`config.mk`:
```
export PLATFORM = sky130hd
export DESIGN_NAME = mdu_arb
export DESIGN_NICKNAME = d
export VERILOG_FILES = /design/src/rtl/mdu_arb.sv
export SDC_FILE = /design/constraint.sdc
export NUM_CORES = 1
export LEC_CHECK = 0
export ABC_AREA = 1
export ABC_CLOCK_PERIOD_IN_PS = 1600
export CAP_MARGIN = 10
export CORE_AREA = 2 2 185 187
export CTS_BUF_LIST = sky130_fd_sc_hd__clkbuf_4 sky130_fd_sc_hd__clkbuf_8
export CTS_CLUSTER_SIZE = 40
export DETAILED_ROUTE_END_ITERATION = 10
export DIE_AREA = 0 0 187 189
export PLACE_DENSITY = 0.79
export SETUP_SLACK_MARGIN = 0.5
export SLEW_MARGIN = 20
export SYNTH_ARGS = -nofsm -noshare
export SYNTH_HDL_FRONTEND = slang
export SYNTH_SLANG_ARGS = --single-unit
```
`constraint.sdc`:
```
create_clock -name clk -period 1.6 [get_ports clk]
set_input_delay 0.32 -clock clk [delete_from_list [all_inputs] [get_ports clk]]
set_output_delay 0.32 -clock clk [all_outputs]
set_load 0.05 [all_outputs]
```
`src/rtl/mdu_arb.sv`:
```
// mdu_arb: round-robin arbiter/sequencer sharing one iterative mul/div unit among N requesters.
// Define MDU_ARB_TIMEOUT_EN to bound WAIT to TMO cycles and flag expiry on err.
module mdu_arb #(
  parameter int N   = 4,
  parameter int W   = 32,
  parameter int TMO = 255
) (
  input  logic           clk,
  input  logic           rstb,
  input  logic [N-1:0]   req,
  input  logic [N-1:0]   sel,
  input  logic [N*W-1:0] a,
  input  logic [N*W-1:0] b,
  output logic [N-1:0]   ack,
  output logic [N-1:0]   err,
  output logic [2*W-1:0] res,
  output logic [N-1:0]   gnt,
  output logic           u_start,
  output logic           u_sel,
  output logic [W-1:0]   u_a,
  output logic [W-1:0]   u_b,
  input  logic           u_done,
  input  logic [2*W-1:0] u_res
);
  localparam int IW = $clog2(N);
  typedef enum logic [1:0] {IDLE, ISSUE, WAIT, RESP} state_t;
  state_t state, state_nx;
  logic [IW-1:0] ptr, own, win;
  logic w_sel;
  logic [W-1:0] w_a, w_b;
  logic tmo;
  // Pass 0 finds the lowest request at or below ptr, pass 1 overrides it with the lowest above ptr.
  always_comb begin
    win = '0;
    w_sel = 1'b0;
    w_a = '0;
    w_b = '0;
    for (int p = 0; p < 2; p++)
      for (int k = N - 1; k >= 0; k--)
        if (req[k] && ((p == 1) == (IW'(k) > ptr))) begin
          win = IW'(k);
          w_sel = sel[k];
          w_a = a[k*W +: W];
          w_b = b[k*W +: W];
        end
  end
  always_ff @(posedge clk or negedge rstb)
    if (!rstb) state <= IDLE;
    else state <= state_nx;
  always_comb begin
    state_nx = state;
    case (state)
      IDLE:    state_nx = |req ? ISSUE : IDLE;
      ISSUE:   state_nx = WAIT;
      WAIT:    state_nx = (u_done || tmo) ? RESP : WAIT;
      default: state_nx = IDLE;
    endcase
  end
  always_ff @(posedge clk or negedge rstb)
    if (!rstb) begin
      ptr <= IW'(N - 1);
      own <= '0;
      gnt <= '0;
      ack <= '0;
      res <= '0;
      u_start <= 1'b0;
      u_sel <= 1'b0;
      u_a <= '0;
      u_b <= '0;
    end else begin
      u_start <= state == IDLE && |req;
      ack <= (state == WAIT && (u_done || tmo)) ? gnt : '0;
      if (state == IDLE && |req) begin
        own <= win;
        gnt <= N'(1) << win;
        u_sel <= w_sel;
        u_a <= w_a;
        u_b <= w_b;
      end
      if (state == WAIT && u_done) res <= u_res;
      else if (tmo) res <= '0;
      if (state == RESP) begin
        ptr <= own;
        gnt <= '0;
      end
    end
`ifdef MDU_ARB_TIMEOUT_EN
  localparam int CW = $clog2(TMO + 1);
  logic [CW-1:0] cnt;
  // Fires on the cycle the counter would reach TMO; a same-cycle u_done takes priority.
  assign tmo = state == WAIT && !u_done && cnt == CW'(TMO - 1);
  always_ff @(posedge clk or negedge rstb)
    if (!rstb) begin
      cnt <= '0;
      err <= '0;
    end else begin
      cnt <= state == WAIT ? cnt + 1'b1 : '0;
      err <= tmo ? gnt : '0;
    end
`else
  assign tmo = 1'b0;
  assign err = '0;
`endif
endmodule

```
# == After elaboration in Yosys (flattened, before gate mapping) ==
# Cells that the tools add are included.
# totals
ff_bits,144
out_inout_bits,142
word_cells,73
# op_classes
order_cmp,4
eq_ne,3
shift,1
n_mux,38
bitwise_logic,4
reduce_logical,13
# op_table
operator,n
2-to-1 mux 32 bit,16
2-to-1 mux 2 bit,8
2-to-1 mux 4 bit,3
logical AND 1 bit,10
2-to-1 mux 1 bit,10
case mux 2 bit (3 select lines),1
equality test 2 bit (second input constant),2
> comparator 1 x 2 -> 1 bit (first input constant),2
> comparator 2 bit (first input constant),2
NOT 1 bit,4
OR reduction 4 bit,1
left shift 1 x 2 -> 4 bit (first input constant),1
equality test 2 x 1 -> 1 bit (second input constant),1
zero test 2 bit,1
nonzero test 2 bit,1

# == Logic depth before layout (Yosys ltp) ==
# logic_depth
depth_word,14
ltp_mapped,14
depth_no_buf,12

# == Least setup slack after synthesis ==
# Ideal clock, no wire load.
# synth_path
path_kind,flip-flop to flip-flop
from,reg state[0]
to,reg res[58]
arrival_ns,1.486
t_required_ns,1.475
path_slack_ns,-0.011
stages_incl_launch_ff,7
period_less_slack_ns,1.611
path_cell_list,dfrtp_1 inv_1 ha_1 nand2_1 buf_2 buf_2 mux2_2
# synth_between
elab_chain_len,2
# synth_lines
element,line_no,rtl
from (decl),27,"state_t state, state_nx;"
from (signal assigned),49,else state <= state_nx;
equality test 2 bit,80,if (state == WAIT && u_done) res <= u_res;
logical AND 1 bit,80,
to (signal assigned),80,
to (decl),16,"output logic [2*W-1:0] res,"
# No other way between the ends.
# A chain may end at the register's enable or synchronous reset.

# == Worst setup path in the final report ==
# layout_path
from,reg ptr[1]
to,reg u_b[29]
# layout_between
elab_chain_len,11
# layout_lines
element,line_no,rtl
from (decl),28,"logic [IW-1:0] ptr, own, win;"
from (signal assigned),61,ptr <= IW'(N - 1);
from (signal assigned),83,ptr <= own;
> comparator 2 bit,40,if (req[k] && ((p == 1) == (IW'(k) > ptr))) begin
NOT 1 bit,40,
logical AND 1 bit,40,
2-to-1 mux 32 bit (7 in a row),40,
2-to-1 mux 32 bit (*),40,
to (signal assigned),78,u_b <= w_b;
to (decl),21,"output logic [W-1:0] u_b,"
# Mark *: on every way between the ends. The rest lies on a longest branch, timed or not.

==> impl_results.html <==
<table>
<tr><th>Metric</th><th>Value</th></tr>
<tr><th colspan="2">Detailed routing</th></tr>
<tr><td>Drt wl/cell</td><td>approximately 18 microns</td></tr>
<tr><td>Vias per inst</td><td>4.98</td></tr>
<tr><td>Number of design-rule violations left by the first detailed-router iteration</td><td>between 1000 and 1500</td></tr>
<tr><td>WL final</td><td>between 50000 and 60000 microns</td></tr>
<tr><td>DR DRC count</td><td>0</td></tr>
<tr><td>Detailed-route via count</td><td>approximately 14000</td></tr>
<tr><td>Antenna-violating nets left</td><td>0</td></tr>
<tr><td>Pre-antenna DRT Iters</td><td>6</td></tr>
<tr><th colspan="2">Pwr</th></tr>
<tr><td>P_sw</td><td>0.0174 W</td></tr>
<tr><td>Sequential group share of total power</td><td>between 20 and 25%</td></tr>
<tr><td>VDD IR-drop max</td><td>1.70 mV</td></tr>
<tr><td>Part of the power in combinational logic</td><td>a little over two thirds</td></tr>
<tr><td>LEAKAGE</td><td>10.4 nW</td></tr>
<tr><td>Power density of the placed cells</td><td>about 1800 nW/um^2</td></tr>
<tr><td>Power Internal</td><td>0.0176 W</td></tr>
<tr><td>Switching power share of the total</td><td>49.8%</td></tr>
<tr><td>Share of total power in the clock network</td><td>a little under a tenth</td></tr>
<tr><th colspan="2">Floorplan</th></tr>
<tr><td>Floorplan core area</td><td>about 33000 sq um</td></tr>
<tr><td>Die footprint</td><td>roughly 35000 sq um</td></tr>
<tr><td>Die Wd</td><td>187 microns</td></tr>
<tr><td>Effective utilization at floorplan</td><td>about a third</td></tr>
<tr><td>Die Span Y</td><td>189 microns</td></tr>
<tr><td>Number of placement rows</td><td>67</td></tr>
<tr><td>Ports placed on the boundary</td><td>around 470</td></tr>
<tr><th colspan="2">Clock network</th></tr>
<tr><td>TritonCTS clock tree</td><td>built</td></tr>
<tr><td>Buffer levels on the longest clock path</td><td>2</td></tr>
<tr><td>Clock-pin slew on the worst setup and hold paths</td><td>100 ps</td></tr>
<tr><td>Count of clock tree sinks</td><td>between 100 and 150</td></tr>
<tr><td>Worst-Skew Late Latency</td><td>460 ps</td></tr>
<tr><td>Total clock buffers created by CTS</td><td>17</td></tr>
<tr><td>Number of levels in the clock H-tree</td><td>4</td></tr>
<tr><td>CTS root buf</td><td>clkbuf_8</td></tr>
<tr><th colspan="2">Yosys</th></tr>
<tr><td>Share of the synthesized area in the top cell type</td><td>around 32%</td></tr>
<tr><td>Synthesized area per cell</td><td>6.07 sq um</td></tr>
<tr><td>Leading post-synthesis cells by cell area</td><td>dfrtp_1 32%, nand2_1 29%, inv_1 9.0%, mux2_2 6.5%, o21ai_0 4.2%</td></tr>
<tr><td>Top-count cell post-synth</td><td>nand2_1</td></tr>
<tr><td>Prevailing post-synth register cell</td><td>dfrtp_1</td></tr>
<tr><td>Commonest cells in the netlist</td><td>861 x nand2_1, 264 x inv_1, 142 x dfrtp_1, 93 x o21ai_0, 71 x nand3_1</td></tr>
<tr><td>Instance count of the mapped netlist</td><td>1821</td></tr>
<tr><td>Number of enable flip-flop cells after synthesis</td><td>0</td></tr>
<tr><td>Synth unique cells</td><td>25</td></tr>
<tr><td>Dominant cell type by area after synthesis</td><td>dfrtp_1</td></tr>
<tr><td>Post-synthesis sequential area ratio</td><td>roughly 33%</td></tr>
<tr><td>Number of warnings issued by yosys</td><td>0</td></tr>
<tr><td>Share of flip-flops with an asynchronous set or reset after synthesis</td><td>100%</td></tr>
<tr><td>Yosys reg bits</td><td>about 140</td></tr>
<tr><td>Netlist Area Pre-Place</td><td>11100 sq um</td></tr>
<tr><th colspan="2">Timing</th></tr>
<tr><td>Fin crit share</td><td>114%</td></tr>
<tr><td>Peak clock frequency supported by timing</td><td>547 MHz</td></tr>
<tr><td>Number of pins exceeding their max-slew limit in the final report</td><td>0</td></tr>
<tr><td>Unrepaired setup endpoints after global routing</td><td>true</td></tr>
<tr><td>Final critical-path setup slack</td><td>-229 ps</td></tr>
<tr><td>Number of failing setup endpoints in the final timing report</td><td>70</td></tr>
<tr><td>Final Hold Vio Count</td><td>0</td></tr>
<tr><td>Min Clock Period, post-route</td><td>between 1500 and 2000 ps</td></tr>
<tr><td>Smallest hold slack</td><td>329 ps</td></tr>
<tr><td>Final setup skew</td><td>around 17 ps</td></tr>
<tr><th colspan="2">Min path</th></tr>
<tr><td>HP Class</td><td>in -&gt; async</td></tr>
<tr><th colspan="2">Setup path</th></tr>
<tr><td>Startpoint type of the worst setup path</td><td>register</td></tr>
<tr><td>Arrival time worst endpoint</td><td>about 2200 ps</td></tr>
<tr><td>Type of the worst setup path</td><td>reg -&gt; reg</td></tr>
<tr><td>Worst setup slack for register-to-register paths</td><td>-230 ps</td></tr>
<tr><td>Largest fanout of any net on the critical path</td><td>42</td></tr>
<tr><td>Required time of the critical path</td><td>approximately 2000 ps</td></tr>
<tr><td>CP Capture Type</td><td>register</td></tr>
<tr><th colspan="2">Layout</th></tr>
<tr><td>Fraction of final layout cells sized beyond drive strength 1</td><td>between 20 and 25%</td></tr>
<tr><td>Non-filler instance count after layout</td><td>about 2800</td></tr>
<tr><td>Growth of design area from synthesis to finish</td><td>71.9%</td></tr>
<tr><td># nets final</td><td>2684</td></tr>
<tr><th colspan="2">Status</th></tr>
<tr><td>Result of the run</td><td>finished, violations left</td></tr>
<tr><td>Violations in the final reports</td><td>setup timing</td></tr>
<tr><th colspan="2">Global route</th></tr>
<tr><td>Gr busiest metal</td><td>met2</td></tr>
<tr><td>Pin count of the biggest net entering global routing</td><td>between 80 and 90</td></tr>
<tr><td>Wire length of the first global-routing pass</td><td>slightly above 70000 microns</td></tr>
<tr><td>Met3 demand-to-capacity share in global routing</td><td>between 5 and 6%</td></tr>
<tr><td>Global-route total usage across every layer</td><td>between 20% and 30%</td></tr>
<tr><td>Number of antenna violations at the first check in global routing</td><td>2</td></tr>
<tr><td>Grt met2 use</td><td>44.2%</td></tr>
<tr><td>Via count of the first global-routing pass</td><td>approximately 13000</td></tr>
<tr><td>GR Overflow Total</td><td>0</td></tr>
<tr><td>Met1 global-route usage</td><td>a little under 30%</td></tr>
<tr><th colspan="2">Placed design</th></tr>
<tr><td># placed instances</td><td>~2700</td></tr>
<tr><td>Final weighted congestion of routability-driven global placement</td><td>0.925</td></tr>
<tr><td>Final HPWL from detailed placement</td><td>approximately 32000 microns</td></tr>
<tr><td>Port bufs</td><td>468</td></tr>
<tr><th colspan="2">Job</th></tr>
<tr><td>Number of max-cap violations</td><td>0</td></tr>
</table>
-- worst max-delay path, stage by stage (launching register included) --
cell     delay (ps)
dfstp_2         610
nand2_4          90
nor2_4          160
buf_12          250
nand3_2          90
nand2_1          70
nand2_1          40
nand2_1          60
nand2_1          70
nand2_1          80
nand2_1          50
nand2_1          50
nand2_1          50
nand2_1          60
-- timing repair --
| item | CTS | global route |
|---|---|---|
| hold buffers | 1 | 0 |
| buffers inserted | 1 | 71 |
| hold endpoints to repair | 23 | 0 |
| pin swaps | 3 | 5 |
| resized for setup | 63 | 144 |
| gates cloned | 0 | 18 |
| setup endpoints to repair | 279 | 279 |
-- stage by stage --
step	cell area [sq um]	utilization [%]	total power [W]	worst slack [ps]	setup TNS (ps)
after floorplan	11600	-	0.0202	81.7	0
after CTS	17500	52.6	0.0313	-184	-8520
after global placement	16800	50.5	0.0268	-423	-28110
final	19000	57.1	0.0350	-229	-11180
after global routing	19000	57.1	0.0366	-359	-19170
after detailed placement	16800	50.5	0.0272	-435	-31300
-- power by group through the flow --
stage	logic, W	clock network [W]	registers (W)
3_3_place_gp	0.0201	0	0.00677
3_5_place_dp	0.0204	0	0.00683
2_1_floorplan	0.00772	0	0.0125
5_1_grt	0.0258	0.00354	0.00729
4_1_cts	0.0210	0.00341	0.00693
6_report	0.0244	0.00337	0.00715
-- worst paths after layout --
kind,from,depth (start not counted),to
setup / recovery,ptr[1]$_DFFE_PN1N_,13,u_b[29]$_DFFE_PN0P_
hold / removal,rstb,2,res[63]$_DFFE_PN0P_
setup reg to reg,ptr[1]$_DFFE_PN1N_,13,u_b[29]$_DFFE_PN0P_
hold reg to reg,u_b[17]$_DFFE_PN0P_,2,u_b[17]$_DFFE_PN0P_
max in group asynchronous,rstb,3,res[6]$_DFFE_PN0P_
min in group clk,req[0],4,own[0]$_DFFE_PN0P_
-- registers in the layout, indices dropped and copies added (netlist names) --
signal and count:
u_sel 1, res 64, own 2, u_b 32
u_a 32, ptr 2, gnt 4, u_start 1
state 2, ack 4
-- metal layers --
metal  routed length, microns  part of all wire [%]
met1                    19600                    38
met2                    25400                    49
met3                     4780                   9.2
met4                     2220                   4.3
met5                        0                     0
-- cell usage in the layout, fill, tap and decap left out, types with 19 or more instances in the layout --
cell,count
clkdlybuf4s50_1,325
o21ai_0,87
buf_4,90
nand3_2,20
nand2_1,853
nand3_1,50
mux2_4,64
buf_12,50
inv_1,259
or2_2,65
buf_6,131
a21oi_1,65
clkbuf_8,19
o21ai_1,46
dfrtp_1,140
-- final cells by class --
| class | instances | area, sq um |
|---|---|---|
| flip-flops and latches | 144 | 3610 |
| clock inverters | 11 | 154 |
| inverters | 278 | 1070 |
| repair inverters | 1 | 11.3 |
| fillers | 2874 | 14300 |
| multi-input cells | 1286 | 6410 |
| diodes | 3 | 7.51 |
| repair buffers | 621 | 6900 |
| well taps | 448 | 561 |
| clock buffers | 21 | 277 |
-- cell families (layout without fill, tap and decap cells) --
logic type | after synthesis | in the layout | synth area share [%]
adder cells (fa/ha/maj) | 4 | 4 | 0.453
flip-flops | 144 | 144 | 32.6
AND/OR/NAND/NOR | 1006 | 1007 | 36.5
buffers and inverters | 395 | 932 | 14.5
other | 1 | 7 | 0.0339
multiplexers | 64 | 64 | 6.52
AO/OA/AOI/OAI | 207 | 207 | 9.43
Note: power is estimated with default switching activity, not from simulation.
==> patch 1, RTL diff (same flow settings) <==
Encoding of `state_t`: now one-hot (4 bits for 4 states).
--- a/src/rtl/mdu_arb.sv
+++ b/src/rtl/mdu_arb.sv
@@ -23,7 +23,7 @@
   input  logic [2*W-1:0] u_res
 );
   localparam int IW = $clog2(N);
-  typedef enum logic [1:0] {IDLE, ISSUE, WAIT, RESP} state_t;
+  typedef enum logic [3:0] {IDLE = 4'b0001, ISSUE = 4'b0010, WAIT = 4'b0100, RESP = 4'b1000} state_t;
   state_t state, state_nx;
   logic [IW-1:0] ptr, own, win;
   logic w_sel;
Behaviour: same outputs for any inputs over 4 cycles, from zero or initial values and one cycle with rstb low; so few cycles prove little.
==> patch 1 against the unedited design <==
The flow still finishes with violations (negative setup slack); wire length is 2.6% higher; cell area is 3.8% higher; sequential share of layout area is 0.54 points lower; via count is 5.3% higher; worst setup slack worse by 0.056 ns; power is 7.6% lower; final cell count is 5.5% higher; fmax is 3.0% lower; sequential cell count is 1 higher; area after synthesis is 0.50% higher; critical path depth is 1 higher; critical endpoint unchanged; largest cell class unchanged.
==> patch 1: results (changes against the unedited design) <==
- Status: complete, but fails checks
- Failing checks: negative setup slack
- Final setup viols: 71 (+1.4%)
- Share of cells above drive strength 1: 22.9% (+1.2 points)
- Clkbuf count: 19 (-9.5%)
- Post-CTS Setup Bufs: 27 (+26)
- HP Class: in2async
- Ys async rst share: 100% (unchanged)
- Seq. cell area: 3640 sq um (+0.87%)
- Largest net degree at the start of global routing: 61 (-31%)
- Worst hold margin: 0.247 ns (-0.0822 ns)
- Non-Filler Instances: 2,968 (+5.5%)
- All-Layer GR Usage: 27.1% (+1.9 points)
- Netlist cell types: 21 (-16%)
- Fillcell total: 2,835 (-1.4%)
- Sequential share of power: 21.9% (+1.5 points)
- # resized after CTS: 140 (+120%)
- Synth top cells by count: nand2_1 (1,054), inv_1 (281), dfrtp_1 (142)
- Vias/cell: 4.98 (-0.18%)
- Synth warnings: 0 (unchanged)
- Worst setup margin: -0.285 ns (-0.0558 ns)
- Worst R2R Setup Slack: -0.28 ns (-0.06 ns)
- Initial antenna violation count: 3 (+1)
- Leak pwr: 10.9 nW (+4.2%)
- Comb_multi_in: 1,418 (+10%)
- Reg2Reg Depth: 14 (+1)
- Area after DPL: 17,000 sq um (+1.0%)
- Clk tree area frac: 1.92% (-0.34 points)
- Crit path max fanout: 8 (-81%)
- Drt initial violations: 923 (-27%)
- Final Cell Area: 19,700 sq um (+3.8%)
- Cell-internal power: 0.0159 W (-9.6%)
- Post-synthesis cell count: 1,965 (+7.9%)
- Layout Nets: 2,835 (+5.6%)
- Power share of the combinational group: 68.6% (-1.3 points)
- Synth area leaders: nand2_1 (36%), dfrtp_1 (32%), inv_1 (9.5%)
- NonClk Buf Share: 37.9% (+1.6 points)
- Diodes inserted: 4 (+1)
- Maximum VDD drop: 1.64 mV (-4.0%)
- Clock latency on the worst-skew pair: 0.49 ns (+0.03 ns)
- DRT Pass-1 Iters: 5 (-1)
- Gp weighted congestion: 0.913 (-1.3%)
- Post-DP HPWL: 34,300 um (+5.6%)
- Non-CTS buffers: 640 (+3.1%)
- Area of the multi-input gates: 6580 sq um (+2.5%)
- Drt total wl: 53,300 um (+2.6%)
- Worst Skew: 0.0126 ns (-0.00413 ns)
- Sequential cells: 145 (+0.69%)
- Inverters: 282 (+1.1%)
- CP arrival: 2.31 ns (+0.07 ns)
- Worst-path clk slew: 0.10 ns (about the same)
- First-pass GRT wire length: 75,700 um (+6.0%)
- Post-synthesis sequential area ratio: 32.7% (+0.075 points)
## patch 1: layer usage
metal	GRT usage, %	wire (um)	up-vias
li1	-	-	6895
met1	31.1	19300	6801
met2	47.2	26300	909
met3	6.80	5160	161
met4	13.2	2550	0
met5	0	0	-
## patch 1: per-stage QoR
stage	power [W]	worst slack [ns]	util [%]	setup TNS (ns)
after floorplan	0.0178	0.0718	-	0
after global placement	0.0252	-0.535	51.1	-28.20
after detailed placement	0.0255	-0.544	51.1	-31.52
after CTS	0.0305	-0.210	54.9	-11.58
after global routing	0.0340	-0.440	59.3	-23.33
final	0.0323	-0.285	59.3	-14.02
## patch 1: cell families (layout without fill, tap and decap cells)
kind of cell	Yosys count	after routing	share of synthesized area, %
compound gates	207	207	9.34
buf+inv	405	953	14.8
flops	145	145	32.7
other cells	1	8	0.0337
simple gates	1207	1207	43.1
==> patch 2, RTL diff (config.mk and constraints unchanged) <==
Made on the original files. Add a define of `MDU_ARB_TIMEOUT_EN`.
--- a/src/rtl/mdu_arb.sv
+++ b/src/rtl/mdu_arb.sv
@@ -1,5 +1,7 @@
 // mdu_arb: round-robin arbiter/sequencer sharing one iterative mul/div unit among N requesters.
 // Define MDU_ARB_TIMEOUT_EN to bound WAIT to TMO cycles and flag expiry on err.
+`define MDU_ARB_TIMEOUT_EN
+
 module mdu_arb #(
   parameter int N   = 4,
   parameter int W   = 32,
Check against the original RTL: same outputs for any inputs over 4 cycles, from zero or initial values and one cycle with rstb low; that may be too few to reach the edited logic, so the function may still have changed.
==> patch 2 against the unedited design <==
Core utilization rose by 6.0 points; clock skew rose by 0.0034 ns; critical endpoint is now u_b[22]; power rose by 5.6%; largest cell class unchanged; cell area rose by 11%; via count rose by 13%; the flow still finishes with violations (negative setup slack); wire length rose by 13%; critical path type unchanged; global-route usage rose by 3.6 points; worst setup slack got worse by 0.038 ns; sequential cell count rose by 12; area after synthesis rose by 5.2%; sequential power rose by 4.9%; count of clock-buffer cells in the layout fell by 3.
==> patch 2: results (changes against the unedited design) <==
- DRT Pass-1 Iters: 8 (+2)
- Root Driver: clkbuf_8
- Critical-path cell with the highest stage delay: dfstp_2
- Non-Filler Instances: 3,066 (+9.0%)
- Final setup viols: 143 (+100%)
- Slowest stage delay, CP: 0.63 ns (+0.02 ns)
- Synth area leaders: dfrtp_1 (33%), nand2_1 (32%), inv_1 (7.4%)
- Post-synthesis sequential area ratio: 33.6% (+0.96 points)
- Post-DP HPWL: 35,600 um (+9.9%)
- Leak pwr: 11.1 nW (+6.4%)
- Area after DPL: 17,500 sq um (+4.2%)
- Input/output buffers: 472 (+0.85%)
- Synth top cells by count: nand2_1 (993), inv_1 (230), dfrtp_1 (154)
- Clock buffer depth: 2 (unchanged)
- All-Layer GR Usage: 28.8% (+3.6 points)
- Post-synth top flop: dfrtp_1
- Synth warnings: 0 (unchanged)
- Netlist cell types: 29 (+16%)
- WL per Instance: 19.2 um (+3.6%)
- Top flop regs: res (64), u_a (32), u_b (32)
- Clock latency on the worst-skew pair: 0.47 ns
- CP arrival: 2.28 ns (+0.04 ns)
- Layout Nets: 2,934 (+9.3%)
- HP Class: in2reg
- Place WS: -0.502 ns (-0.0666 ns)
- Drt initial violations: 1,210 (-3.8%)
- Crit path max fanout: 24 (-43%)
- Delay-heaviest family, CP: flip-flops
- Mean Syn Cell Area: 5.80 sq um (-4.5%)
- Mapped Nets: 2,343
- First-pass GRT wire length: 80,600 um (+13%)
- Failing checks: negative setup slack
- Status: complete, but fails checks
- H-tree depth: 4 (unchanged)
- Ys async rst share: 100% (unchanged)
- Initial antenna violation count: 7 (+5)
- Worst-path clk slew: 0.11 ns
- Largest net degree at the start of global routing: 69 (-22%)
- Share of cells above drive strength 1: 26.9% (+5.2 points)
- Maximum VDD drop: 1.22 mV (-29%)
- Worst Skew: 0.0201 ns (+0.00336 ns)
- DIE WIDTH: 187 um (unchanged)
- Worst-Margin Slew: 0.383 ns
- CTS Buf Count: 17 (unchanged)
- Worst setup margin: -0.267 ns (-0.0384 ns)
- Fillcell total: 2,764 (-3.8%)
- Gp weighted congestion: 0.916 (-1.1%)
- Vias in the first global route: 14.8k (+10%)
- Vias/cell: 5.16 (+3.5%)
patch 2: cell count changes after synthesis, sizes merged, moves of 12 or more:
cell | before | now
nand3 | 71 | 136
inv | 268 | 236
nand2 | 861 | 994
dfrtp | 142 | 154
clkinv | 10 | 49
mux2 | 64 | 0
patch 2: report_power, final:
part           internal [W]  switching [W]  total (W)
Sequential          0.00575        0.00174    0.00750
Combinational        0.0107         0.0153     0.0261
Clock               0.00147        0.00190    0.00337
Total                0.0180         0.0190     0.0369
patch 2: per-stage QoR:
stage | utilization [%] | power [W] | hold slack [ns] | setup TNS [ns]
2_1_floorplan | - | 0.0194 | 0.0244 | 0
3_5_place_dp | 52.7 | 0.0270 | 0.237 | -31.74
4_1_cts | 57.2 | 0.0322 | 0.169 | -11.72
5_1_grt | 63.1 | 0.0386 | 0.191 | -30.73
6_report | 63.2 | 0.0369 | 0.205 | -20.62
3_3_place_gp | 52.7 | 0.0266 | 0.234 | -27.93
patch 2: metal layers:
| metal | vias to the layer above | GRT usage (%) | wire length [um] |
|---|---|---|---|
| li1 | 7228 | - | - |
| met2 | 1009 | 48.8 | 28200 |
| met5 | - | 0 | 11 |
| met4 | 2 | 14.1 | 3230 |
| met1 | 7343 | 35.4 | 22100 |
| met3 | 240 | 5.32 | 5190 |
patch 2: worst paths after layout:
path,endpoint,depth (start not counted),startpoint
hold / removal,res[61],3,u_done
min in group asynchronous,res[58],2,rstb
setup / recovery,u_b[22],13,ptr[1]
setup reg to reg,u_b[22],13,ptr[1]
max in group asynchronous,u_a[8],3,rstb
hold reg to reg,u_a[2],2,u_a[2]
patch 2: layout make-up:
cell class | instances | area share, %
inverter | 285 | 5.30
antenna | 7 | 0.0833
timing repair buffer | 697 | 37.3
clock inverter | 14 | 0.833
timing repair inverter | 1 | 0.0774
tap | 448 | 2.67
sequential | 156 | 18.6
clock buffer | 18 | 1.15
multi-input combinational | 1440 | 34.0
patch 2: logic make-up after synthesis:
group                      share of synthesized area, %
AOI/OAI and AO/OA                                  9.36
adders and majority gates                         0.537
buffers and inverters                              14.0
and+or+nand+nor                                    42.5
DFF                                                33.6
patch 2: tightest hold or removal path, cell delays in order:
cell,delay (ns)
buf_2,0.16
nand3_1,0.10
nand2_2,0.05
patch 2: what timing repair did:
action,CTS,global route
hold buffers,1,0
cloned,17,9
hold endpoints to repair,31,0
gates resized for setup,144,350
buffers inserted,24,82
pin swaps,24,41
endpoints found under the setup margin,295,297
